## src/rtl/min_vector_seq.sv

```systemverilog
// min_vector: pipelined min-reduction tree over WIDTH lanes.
// Latency $clog2(WIDTH) cycles, one operand set per cycle; no backpressure.
// Float lanes use the IEEE total order by sign/magnitude, so -0 ranks below +0.
module min_vector #(
    parameter int    BITS      = 16,
    parameter string PRECISION = "HALF",
    parameter int    WIDTH     = 4
) (
    input  logic            clk,
    input  logic            rstn,
    input  logic            in_valid,
    input  logic [BITS-1:0] in_data [WIDTH],
    output logic            out_valid,
    output logic [BITS-1:0] out_data
);
    localparam int  LEVELS = $clog2(WIDTH);
    localparam int  NP     = 1 << LEVELS;
    localparam bit  IS_INT = (PRECISION == "INT");

    function automatic logic lt(input logic [BITS-1:0] a, input logic [BITS-1:0] b);
        if (IS_INT)
            return $signed(a) < $signed(b);
        if (a[BITS-1] != b[BITS-1])
            return a[BITS-1];
        if (a[BITS-1])
            return a[BITS-2:0] > b[BITS-2:0];
        return a[BITS-2:0] < b[BITS-2:0];
    endfunction

    logic [BITS-1:0] lanes [NP];
    logic [LEVELS-1:0] vld_q;

    // Missing lanes duplicate lane 0, which can never change the minimum.
    for (genvar i = 0; i < NP; i++) begin : g_pad
        if (i < WIDTH) begin : g_in
            assign lanes[i] = in_data[i];
        end else begin : g_dup
            assign lanes[i] = in_data[0];
        end
    end

    for (genvar l = 0; l < LEVELS; l++) begin : g_lvl
        localparam int N = NP >> (l + 1);
        logic [BITS-1:0] prev [2*N];
        logic [BITS-1:0] q [N];

        if (l == 0) begin : g_leaf
            assign prev = lanes;
        end else begin : g_inner
            assign prev = g_lvl[l-1].q;
        end

        always_ff @(posedge clk or negedge rstn) begin
            if (!rstn) begin
                for (int i = 0; i < N; i++) q[i] <= '0;
            end else begin
                for (int i = 0; i < N; i++)
                    q[i] <= lt(prev[2*i+1], prev[2*i]) ? prev[2*i+1] : prev[2*i];
            end
        end
    end

    always_ff @(posedge clk or negedge rstn) begin
        if (!rstn) vld_q <= '0;
        else       vld_q <= (vld_q << 1) | LEVELS'(in_valid);
    end

    assign out_valid = vld_q[LEVELS-1];
    assign out_data  = g_lvl[LEVELS-1].q[0];
endmodule

// min_vector_seq: folds a run of WIDTH-1 element beats into one minimum via min_vector.
// Latency: last beat handshake at t -> out_valid at t+LEVELS+2; one beat per LEVELS+2 cycles.
// Backpressure: in_ready only in ACCEPT; abort drops the run and any in-flight result.
module min_vector_seq #(
    parameter int    BITS      = 16,
    parameter string PRECISION = "HALF",
    parameter int    WIDTH     = 4
) (
    input  logic            clk,
    input  logic            rstn,
    input  logic            start,
    input  logic [15:0]     num_beats,
    input  logic            abort,
    input  logic            in_valid,
    output logic            in_ready,
    input  logic [BITS-1:0] in_data [WIDTH-1],
    output logic            busy,
    output logic            out_valid,
    output logic            out_empty,
    output logic [BITS-1:0] out_min
);
    localparam int CHUNK = WIDTH - 1;

    typedef enum logic [2:0] {
        S_IDLE, S_ACCEPT, S_ISSUE, S_WAIT, S_DONE
    } state_t;

    state_t          state_q, state_d;
    logic [15:0]     beats_q;
    logic [BITS-1:0] acc_q;
    logic            acc_valid_q;
    logic [BITS-1:0] op_q [WIDTH];
    logic            inflight_q, stale_q;
    logic            dp_in_valid, dp_out_valid, capture;
    logic [BITS-1:0] dp_out;

    min_vector #(.BITS(BITS), .PRECISION(PRECISION), .WIDTH(WIDTH)) u_dp (
        .clk       (clk),
        .rstn      (rstn),
        .in_valid  (dp_in_valid),
        .in_data   (op_q),
        .out_valid (dp_out_valid),
        .out_data  (dp_out)
    );

    // A result left over from an aborted run is flagged stale and skipped.
    assign capture = (state_q == S_WAIT) && dp_out_valid && !stale_q && !abort;

    always_comb begin
        state_d     = state_q;
        in_ready    = 1'b0;
        dp_in_valid = 1'b0;
        if (abort) begin
            state_d = S_IDLE;
        end else begin
            case (state_q)
                S_IDLE:   if (start) state_d = (num_beats == 16'd0) ? S_DONE : S_ACCEPT;
                S_ACCEPT: begin
                    in_ready = 1'b1;
                    if (in_valid) state_d = S_ISSUE;
                end
                S_ISSUE:  begin
                    dp_in_valid = 1'b1;
                    state_d     = S_WAIT;
                end
                S_WAIT:   if (capture) state_d = (beats_q == 16'd1) ? S_DONE : S_ACCEPT;
                S_DONE:   state_d = S_IDLE;
                default:  state_d = S_IDLE;
            endcase
        end
    end

    assign busy      = (state_q != S_IDLE);
    assign out_valid = (state_q == S_DONE);

    always_ff @(posedge clk or negedge rstn) begin
        if (!rstn) state_q <= S_IDLE;
        else       state_q <= state_d;
    end

    always_ff @(posedge clk or negedge rstn) begin
        if (!rstn) begin
            beats_q     <= '0;
            acc_q       <= '0;
            acc_valid_q <= 1'b0;
            out_min     <= '0;
            out_empty   <= 1'b0;
            inflight_q  <= 1'b0;
            stale_q     <= 1'b0;
            for (int i = 0; i < WIDTH; i++) op_q[i] <= '0;
        end else begin
            if (dp_in_valid)       inflight_q <= 1'b1;
            else if (dp_out_valid) inflight_q <= 1'b0;

            if (dp_out_valid)                 stale_q <= 1'b0;
            else if (abort && inflight_q)     stale_q <= 1'b1;

            if (!abort) begin
                if (state_q == S_IDLE && start) begin
                    beats_q     <= num_beats;
                    acc_valid_q <= 1'b0;
                    if (num_beats == 16'd0) begin
                        out_min   <= '0;
                        out_empty <= 1'b1;
                    end
                end
                if (state_q == S_ACCEPT && in_valid) begin
                    op_q[0] <= acc_valid_q ? acc_q : in_data[0];
                    for (int k = 0; k < CHUNK; k++) op_q[k+1] <= in_data[k];
                end
                if (capture) begin
                    acc_q       <= dp_out;
                    acc_valid_q <= 1'b1;
                    beats_q     <= beats_q - 16'd1;
                    if (beats_q == 16'd1) begin
                        out_min   <= dp_out;
                        out_empty <= 1'b0;
                    end
                end
            end
        end
    end
endmodule

```

## config.mk

```make
export PLATFORM = sky130hd
export DESIGN_NAME = min_vector_seq
export DESIGN_NICKNAME = d
export VERILOG_FILES = /design/src/rtl/min_vector_seq.sv
export SDC_FILE = /design/constraint.sdc
export NUM_CORES = 1
export LEC_CHECK = 0
export BUFFER_PORTS_ARGS = -buffer_cell sky130_fd_sc_hd__buf_2
export CORE_ASPECT_RATIO = 1.75
export CORE_MARGIN = 2
export CORE_UTILIZATION = 54
export CTS_CLUSTER_DIAMETER = 150
export DETAILED_ROUTE_END_ITERATION = 8
export PLACE_DENSITY = 0.87
export SLEW_MARGIN = 10
export SYNTH_ARGS = -nofsm -noshare
export SYNTH_HDL_FRONTEND = slang
export SYNTH_SLANG_ARGS = --single-unit
```

## constraint.sdc

```tcl
create_clock -name clk -period 2.45 [get_ports clk]
set_input_delay 0.245 -clock clk [delete_from_list [all_inputs] [get_ports clk]]
set_output_delay 0.245 -clock clk [all_outputs]
set_load 0.03 [all_outputs]
```

==> impl_metrics.csv, run 1 <==
group,metric,value,unit
status,status,"completed",
worst_setup_path,cp-end-kind,"register",
yosys,synth_edf_count,0,
clock_tree,ctsRootBufferMaster,"clkbuf_16",
global_routing,grt_pass1_wl,34600,um
drt,post_drt_wl_per_cell,17.4,um
global_routing,grt_pass1_vias,7168,
power,powerDensity,1170,nW/um^2
clock_tree,cts_max_path_buffers,2,
global_routing,antenna_found_initial,0,
final_layout,layout.nets,1124,
drt,vias_per_cell,5.87,
floorplanning,rows,62,
yosys,synth-async-reset-ratio,1.00,
placed_design,io_buffer_count,88,
yosys,synth_cell_type_count,59,
clock_tree,cts_tree,"yes",
global_routing,grt_max_degree,100,
drt,drtIter0Drc,316,
clock_tree,cts-htree-levels,4,
drt,drt_drc_violations_left,0,
clock_tree,path_clk_slew,0.07,ns
clock_tree,clock_sinks,169,
sta,finalHoldViolations,0,
global_routing,grt.met2_usage,0.442,
sta,clock_skew,0.0105,ns
worst_setup_path,cp_cell_sequence,"inv_1 -> ha_1 -> nand4_1 -> nor3_2 -> o31ai_2 -> a32oi_1 -> buf_4 -> a21oi_1 -> a22oi_1",
final_layout,fillers,1258,
floorplanning,die_h,174,um
sta,post-route-min-period,2.32,ns
worst_setup_path,crit_fanout,13,
sta,timing.fmax,430,MHz
final_layout,area_growth,16.1,%
sta,tightest_slew,0.742,ns
yosys,yosysTopAreaCellShare,0.473,
yosys,ys.flop_type,"dfrtp_1",
sta,drv_slew,0,
yosys,syn_avg_cell_area,9.86,um^2
run,max_cap_violations,0,
yosys,yosysWarnings,0,
sta,max_slew_margin,0.505,
global_routing,grt_remaining_overflow,0,
floorplanning,start_util,0.549,
drt,wl,21100,um
placed_design,hpwl,15100,um
clock_tree,post_cts_buffers,0,
yosys,netlist_top_cells_area,"dfrtp_1, mux2i_1, ha_1, nand2_1, a21oi_1",
global_routing,track_usage,0.251,
global_routing,grt-busiest-layer,"met2",
floorplanning,core_area,16300,um^2
worst_setup_path,critPathLaunchType,"register",
yosys,synth_top_cell_by_area,"dfrtp_1",
yosys,ys_seq_area_frac,0.473,
worst_setup_path,cp_data_arrival_time,2.66,ns
sta,finalSetupViolCount,0,
drt,dr.pass1.iters,5,
placed_design,dp_cells,1177,
worst_setup_path,crit_path_max_incr_delay,0.39,ns
worst_setup_path,crit_type,"register to register",
final_layout,final_cells,1210,
sta,tns,0,ns
final_layout,multi_input_area,4320,um^2
floorplanning,io_pins,89,
clock_tree,cts_buffers,17,
placed_design,place.gp.congestion,0.911,
floorplanning,die_w,101,um
yosys,ys_ff_latch,169,
drt,route.vias.total,7106,
drt,drtAntennaViolNets,0,
worst_setup_path,crit_path_top_delay_cell,"dfrtp_1",
placed_design,place_ws,0.101,ns
global_routing,grtUsageMet1,0.283,
power,vdd_drop_max,0.847,mV
final_layout,insertedDiodeCount,0,
yosys,netlist_area,8940,um^2
final_layout,layout-drive-gt1-share,0.206,
worst_setup_path,required,2.78,ns
power,cellLeakagePower,5.08,nW
power,power,12.2,mW
yosys,postSynthCellCount,906,
clock_tree,insertion_delay,0.44,ns
worst_hold_path,hp-class,"primary input to register",
yosys,syn_nets,1025,
global_routing,gr-usage-met3,0.0478,
final_layout,regArea,4230,um^2
floorplanning,die-area,17600,um^2
sta,final.setup.worst_slack,0.127,ns
sta,min_period_over_period,0.948,
==> path summary, 6_finish.rpt <==
check                                             start                       endpoint  cells past startpoint  slack, ns
worst max-delay path               op_q[60]$_DFFE_PN0P_  u_dp.g_lvl[0].q[24]$_DFF_PN0_                      9       0.13
worst min-delay path                        in_data[26]           op_q[26]$_DFFE_PN0P_                      3       0.01
worst max register to register     op_q[60]$_DFFE_PN0P_  u_dp.g_lvl[0].q[24]$_DFF_PN0_                      9       0.13
worst min register to register  u_dp.vld_q[0]$_DFF_PN0_        u_dp.vld_q[1]$_DFF_PN0_                      0       0.35
max in group asynchronous                          rstn            op_q[3]$_DFFE_PN0P_                      3       1.37
min in group asynchronous                          rstn         state_q[1]$_DFFE_PN0P_                      2       0.36
==> synth_stat cells (all sizes together) (4+ instances only) <==
master  number
dfrtp      169
nand2      131
a21oi       83
mux2i       63
inv         61
ha          50
nand2b      44
nor2        43
a22oi       42
o21ai       37
mux2        30
nand3       29
clkbuf      23
buf         22
nor3         8
nand4        7
nand3b       5
nor4         5
o311ai       5
and3         4
o211ai       4
==> area by class of cell <==
class | count | share of cell area
multi-input cells | 631 | 0.416
flip-flops and latches | 169 | 0.408
repair buffers | 125 | 0.0735
clock buffers | 20 | 0.0440
well taps | 192 | 0.0231
inverters | 61 | 0.0221
clock inverters | 12 | 0.0133
==> registers in the layout (all words and copies together), names as in the netlist <==
| register | flops |
|---|---|
| out_min | 16 |
| op_q | 64 |
| acc_valid_q | 1 |
| acc_q | 16 |
| beats_q | 16 |
| stale_q | 1 |
| u_dp.out_data | 16 |
| out_empty | 1 |
| inflight_q | 1 |
| state_q | 3 |
| u_dp.vld_q | 2 |
| u_dp.g_lvl.q | 32 |
==> stage by stage <==
| stage | cell area, um^2 | util | hold WS (ns) |
|---|---|---|---|
| 5_1_grt | 10400 | 0.637 | 0.0232 |
| 3_3_place_gp | 9730 | 0.597 | 0.271 |
| 2_1_floorplan | 8940 | - | -0.0506 |
| 4_1_cts | 10300 | 0.635 | 0.00314 |
| 3_5_place_dp | 9730 | 0.597 | 0.271 |
| 6_report | 10400 | 0.637 | 0.0123 |
==> critical path, delay by kind of cell (launching register included) <==
family          cells  cell delay (ns)
buf+inv             2             0.30
flops               1             0.39
simple gates        2             0.48
fa+ha+maj           1             0.30
compound gates      4             0.75
==> where the power goes <==
group / total, mW / switching (mW) / internal (mW)
Clock: 2.71 / 1.14 / 1.57
Sequential: 4.43 / 0.791 / 3.64
Combinational: 5.02 / 2.62 / 2.40
==> layer usage <==
metal | share of wire | up-vias
met2 | 0.54 | 222
met4 | 0.046 | 0
met1 | 0.37 | 3443
met5 | 0 | -
met3 | 0.044 | 70
li1 | - | 3371
==> kinds of logic after synthesis <==
logic type / after synthesis / share of synthesized area
AO/OA/AOI/OAI: 193 / 0.135
adder cells (fa/ha/maj): 50 / 0.0700
buffers and inverters: 106 / 0.0479
flip-flops: 169 / 0.473
multiplexers: 93 / 0.108
AND/OR/NAND/NOR: 295 / 0.165
==> layout by cell type (no fill, tap or decap), types with 30 or more instances in the layout <==
| cell type | count |
|---|---|
| a21oi_1 | 83 |
| a22oi_1 | 41 |
| buf_2 | 87 |
| buf_4 | 31 |
| dfrtp_1 | 169 |
| ha_1 | 50 |
| inv_1 | 61 |
| mux2_2 | 30 |
| mux2i_1 | 62 |
| nand2_1 | 128 |
| nand2b_1 | 44 |
| nor2_1 | 42 |
| o21ai_0 | 34 |
==> repair_timing <==
action / in CTS / in global routing
hold buffers: 1 / 0
hold endpoints to repair: 57 / 0
resized for setup: 0 / 10
setup endpoints to repair: 0 / 19
Power figures use the tool's default switching activity.
==> run 2, diff against run 1 <==
Settings changed: GPL_TIMING_DRIVEN from default to 0.
==> impl_metrics.csv, run 2 (same netlist as run 1, synthesis figures left out) <==
group,metric,value,unit
status,status,"completed",
drt,met3WireLength,897,um
worst_setup_path,cp-end-kind,"register",
floorplanning,io_pins,89,
clock_tree,cts-htree-levels,4,
final_layout,layout-drive-gt1-share,0.202,
drt,drtIter0Drc,500,
floorplanning,start_util,0.549,
sta,min_period_over_period,0.977,
final_layout,layout.nets,1137,
floorplanning,rows,62,
worst_setup_path,cp_cell_sequence,"ha_1 -> a211oi_1 -> nor2_1 -> o31ai_2 -> nand3_2 -> buf_4 -> mux2i_1 -> a22oi_1",
worst_setup_path,required,2.78,ns
global_routing,grt_max_degree,117,
worst_setup_path,crit_buf_inv,1,
final_layout,largestRegisters,"op_q x64, u_dp.g_lvl.q x32",
sta,tns,0,ns
power,p_sw,4.80,mW
final_layout,area_growth,16.2,%
drt,post_drt_wl_per_cell,18.4,um
drt,wl,22600,um
sta,post-route-min-period,2.39,ns
drt,dr.pass1.iters,7,
clock_tree,cts_tree,"yes",
worst_setup_path,crit_fanout,10,
clock_tree,path_clk_slew,0.07,ns
drt,drtAntennaViolNets,0,
power,p_sw_frac,0.390,
floorplanning,die_h,174,um
sta,max_slew_margin,0.528,
final_layout,insertedDiodeCount,0,
final_layout,utilization,0.637,
final_layout,final_common_cell,"dfrtp_1",
clock_tree,cts_max_path_buffers,2,
sta,drv_slew,0,
final_layout,fillers,1270,
drt,wl_met1,8130,um
placed_design,hpwl,16600,um
final_layout,top_register,"op_q",
run,max_cap_violations,0,
power,powerDensity,1190,nW/um^2
drt,dr_wl_met2,12500,um
worst_setup_path,crit_path_top_delay_cell,"dfrtp_1",
floorplanning,die_w,101,um
drt,drt_drc_violations_left,0,
placed_design,place.gp.congestion,0.947,
power,p_clk_frac,0.212,
power,comb_power_share,0.426,
worst_setup_path,cp_data_arrival_time,2.72,ns
drt,highest_layer,"met4",
worst_setup_path,cpLargestDelayFamily,"compound AO/OA/AOI/OAI gates",
clock_tree,insertion_delay,0.44,ns
power,internal-power,7.52,mW
clock_tree,cts_buffers,17,
global_routing,grt_pass1_vias,7658,
clock_tree,clock_sinks,169,
power,cellLeakagePower,5.06,nW
sta,finalHoldViolations,0,
placed_design,io_buffer_count,88,
global_routing,antenna_found_initial,0,
worst_setup_path,crit_path_max_incr_delay,0.43,ns
sta,tightest_slew,0.708,ns
placed_design,dp_cells,1187,
clock_tree,ctsRootBufferMaster,"clkbuf_16",
final_layout,largest_reg_flops,64,
drt,vias_per_cell,6.03,
worst_setup_path,critPathLaunchType,"register",
worst_hold_path,hp-class,"primary input to register",
final_layout,layout_common_cells,"dfrtp_1, nand2_1, buf_2",
global_routing,track_usage,0.264,
power,seqPwrFrac,0.362,
sta,clock_skew,0.0118,ns
final_layout,final_cells,1223,
floorplanning,die-area,17600,um^2
sta,grt_setup_unrepaired,"true",
global_routing,grt_remaining_overflow,0,
sta,finalSetupViolCount,0,
floorplanning,core_area,16300,um^2
sta,timing.fmax,418,MHz
drt,route.vias.total,7380,
power,vdd_drop_max,0.662,mV
global_routing,grt_pass1_wl,36300,um
worst_setup_path,crit_type,"register to register",
==> run 2: changes by cell type in the layout (fill, tap and decap cells not counted), moves of 2 or more <==
cell	before	now
buf_2	87	98
inv_1	61	59
buf_1	0	3
clkbuf_1	1	17
clkinvlp_4	2	5
buf_4	31	11
buf_12	2	0
clkbuf_8	2	0
clkbuf_4	0	2
==> run 2: power by group through the flow <==
stage / Combinational, mW / Sequential, mW / Clock, mW
floorplan: 3.74 / 4.20 / 0
global placement: 4.59 / 4.38 / 0
detailed placement: 4.82 / 4.44 / 0
CTS: 4.99 / 4.41 / 2.64
global route: 5.75 / 4.54 / 2.75
finish: 5.25 / 4.46 / 2.62
==> run 2: what timing repair did <==
item	in CTS	in global routing
pin swaps	3	5
endpoints found under the setup margin	37	53
hold endpoints to repair	53	0
resized for setup	10	30
hold buffers	1	0
setup buffers	4	2
==> run 2: area by class of cell <==
cell class / instances / area (um^2) / area share
repair buffers: 96 / 533 / 0.0513
well taps: 192 / 240 / 0.0231
flip-flops and latches: 169 / 4230 / 0.407
inverters: 61 / 235 / 0.0227
multi-input cells: 631 / 4350 / 0.419
plain buffers: 42 / 221 / 0.0213
clock inverters: 15 / 143 / 0.0137
clock buffers: 17 / 425 / 0.0410
==> run 2: tightest hold or removal path: cells and delay by family <==
family,cells,cell delay (ns)
buf+inv,1,0.07
compound gates,1,0.06
simple gates,1,0.03
==> run 2: per-stage QoR <==
| step | worst slack [ns] | area, um^2 | power [mW] | hold slack, ns |
|---|---|---|---|---|
| 6_report | 0.0568 | 10400 | 12.3 | 0.0163 |
| 5_1_grt | -0.0345 | 10400 | 13.0 | 0.0137 |
| 4_1_cts | -0.00675 | 10300 | 12.0 | 0.0167 |
| 3_5_place_dp | -0.571 | 9650 | 9.27 | 0.181 |
| 3_3_place_gp | -1.37 | 9620 | 8.97 | 0.334 |
| 2_1_floorplan | 0.00735 | 8940 | 7.94 | -0.0506 |
==> run 2: final timing paths <==
kind,startpoint,endpoint,slack [ns],depth (start not counted)
setup / recovery,op_q[36]$_DFFE_PN0P_,u_dp.g_lvl[0].q[27]$_DFF_PN0_,0.06,8
hold / removal,in_data[21],op_q[21]$_DFFE_PN0P_,0.02,3
setup reg to reg,op_q[36]$_DFFE_PN0P_,u_dp.g_lvl[0].q[27]$_DFF_PN0_,0.06,8
hold reg to reg,u_dp.vld_q[0]$_DFF_PN0_,u_dp.vld_q[1]$_DFF_PN0_,0.37,0
max in group asynchronous,rstn,op_q[57]$_DFFE_PN0P_,1.24,3
min in group asynchronous,rstn,state_q[1]$_DFFE_PN0P_,0.30,2
==> run 2: layer usage <==
layer | GRT usage | up-vias
met4 | 0.133 | 0
met3 | 0.0414 | 81
li1 | - | 3401
met2 | 0.489 | 278
met1 | 0.279 | 3620
met5 | 0 | -
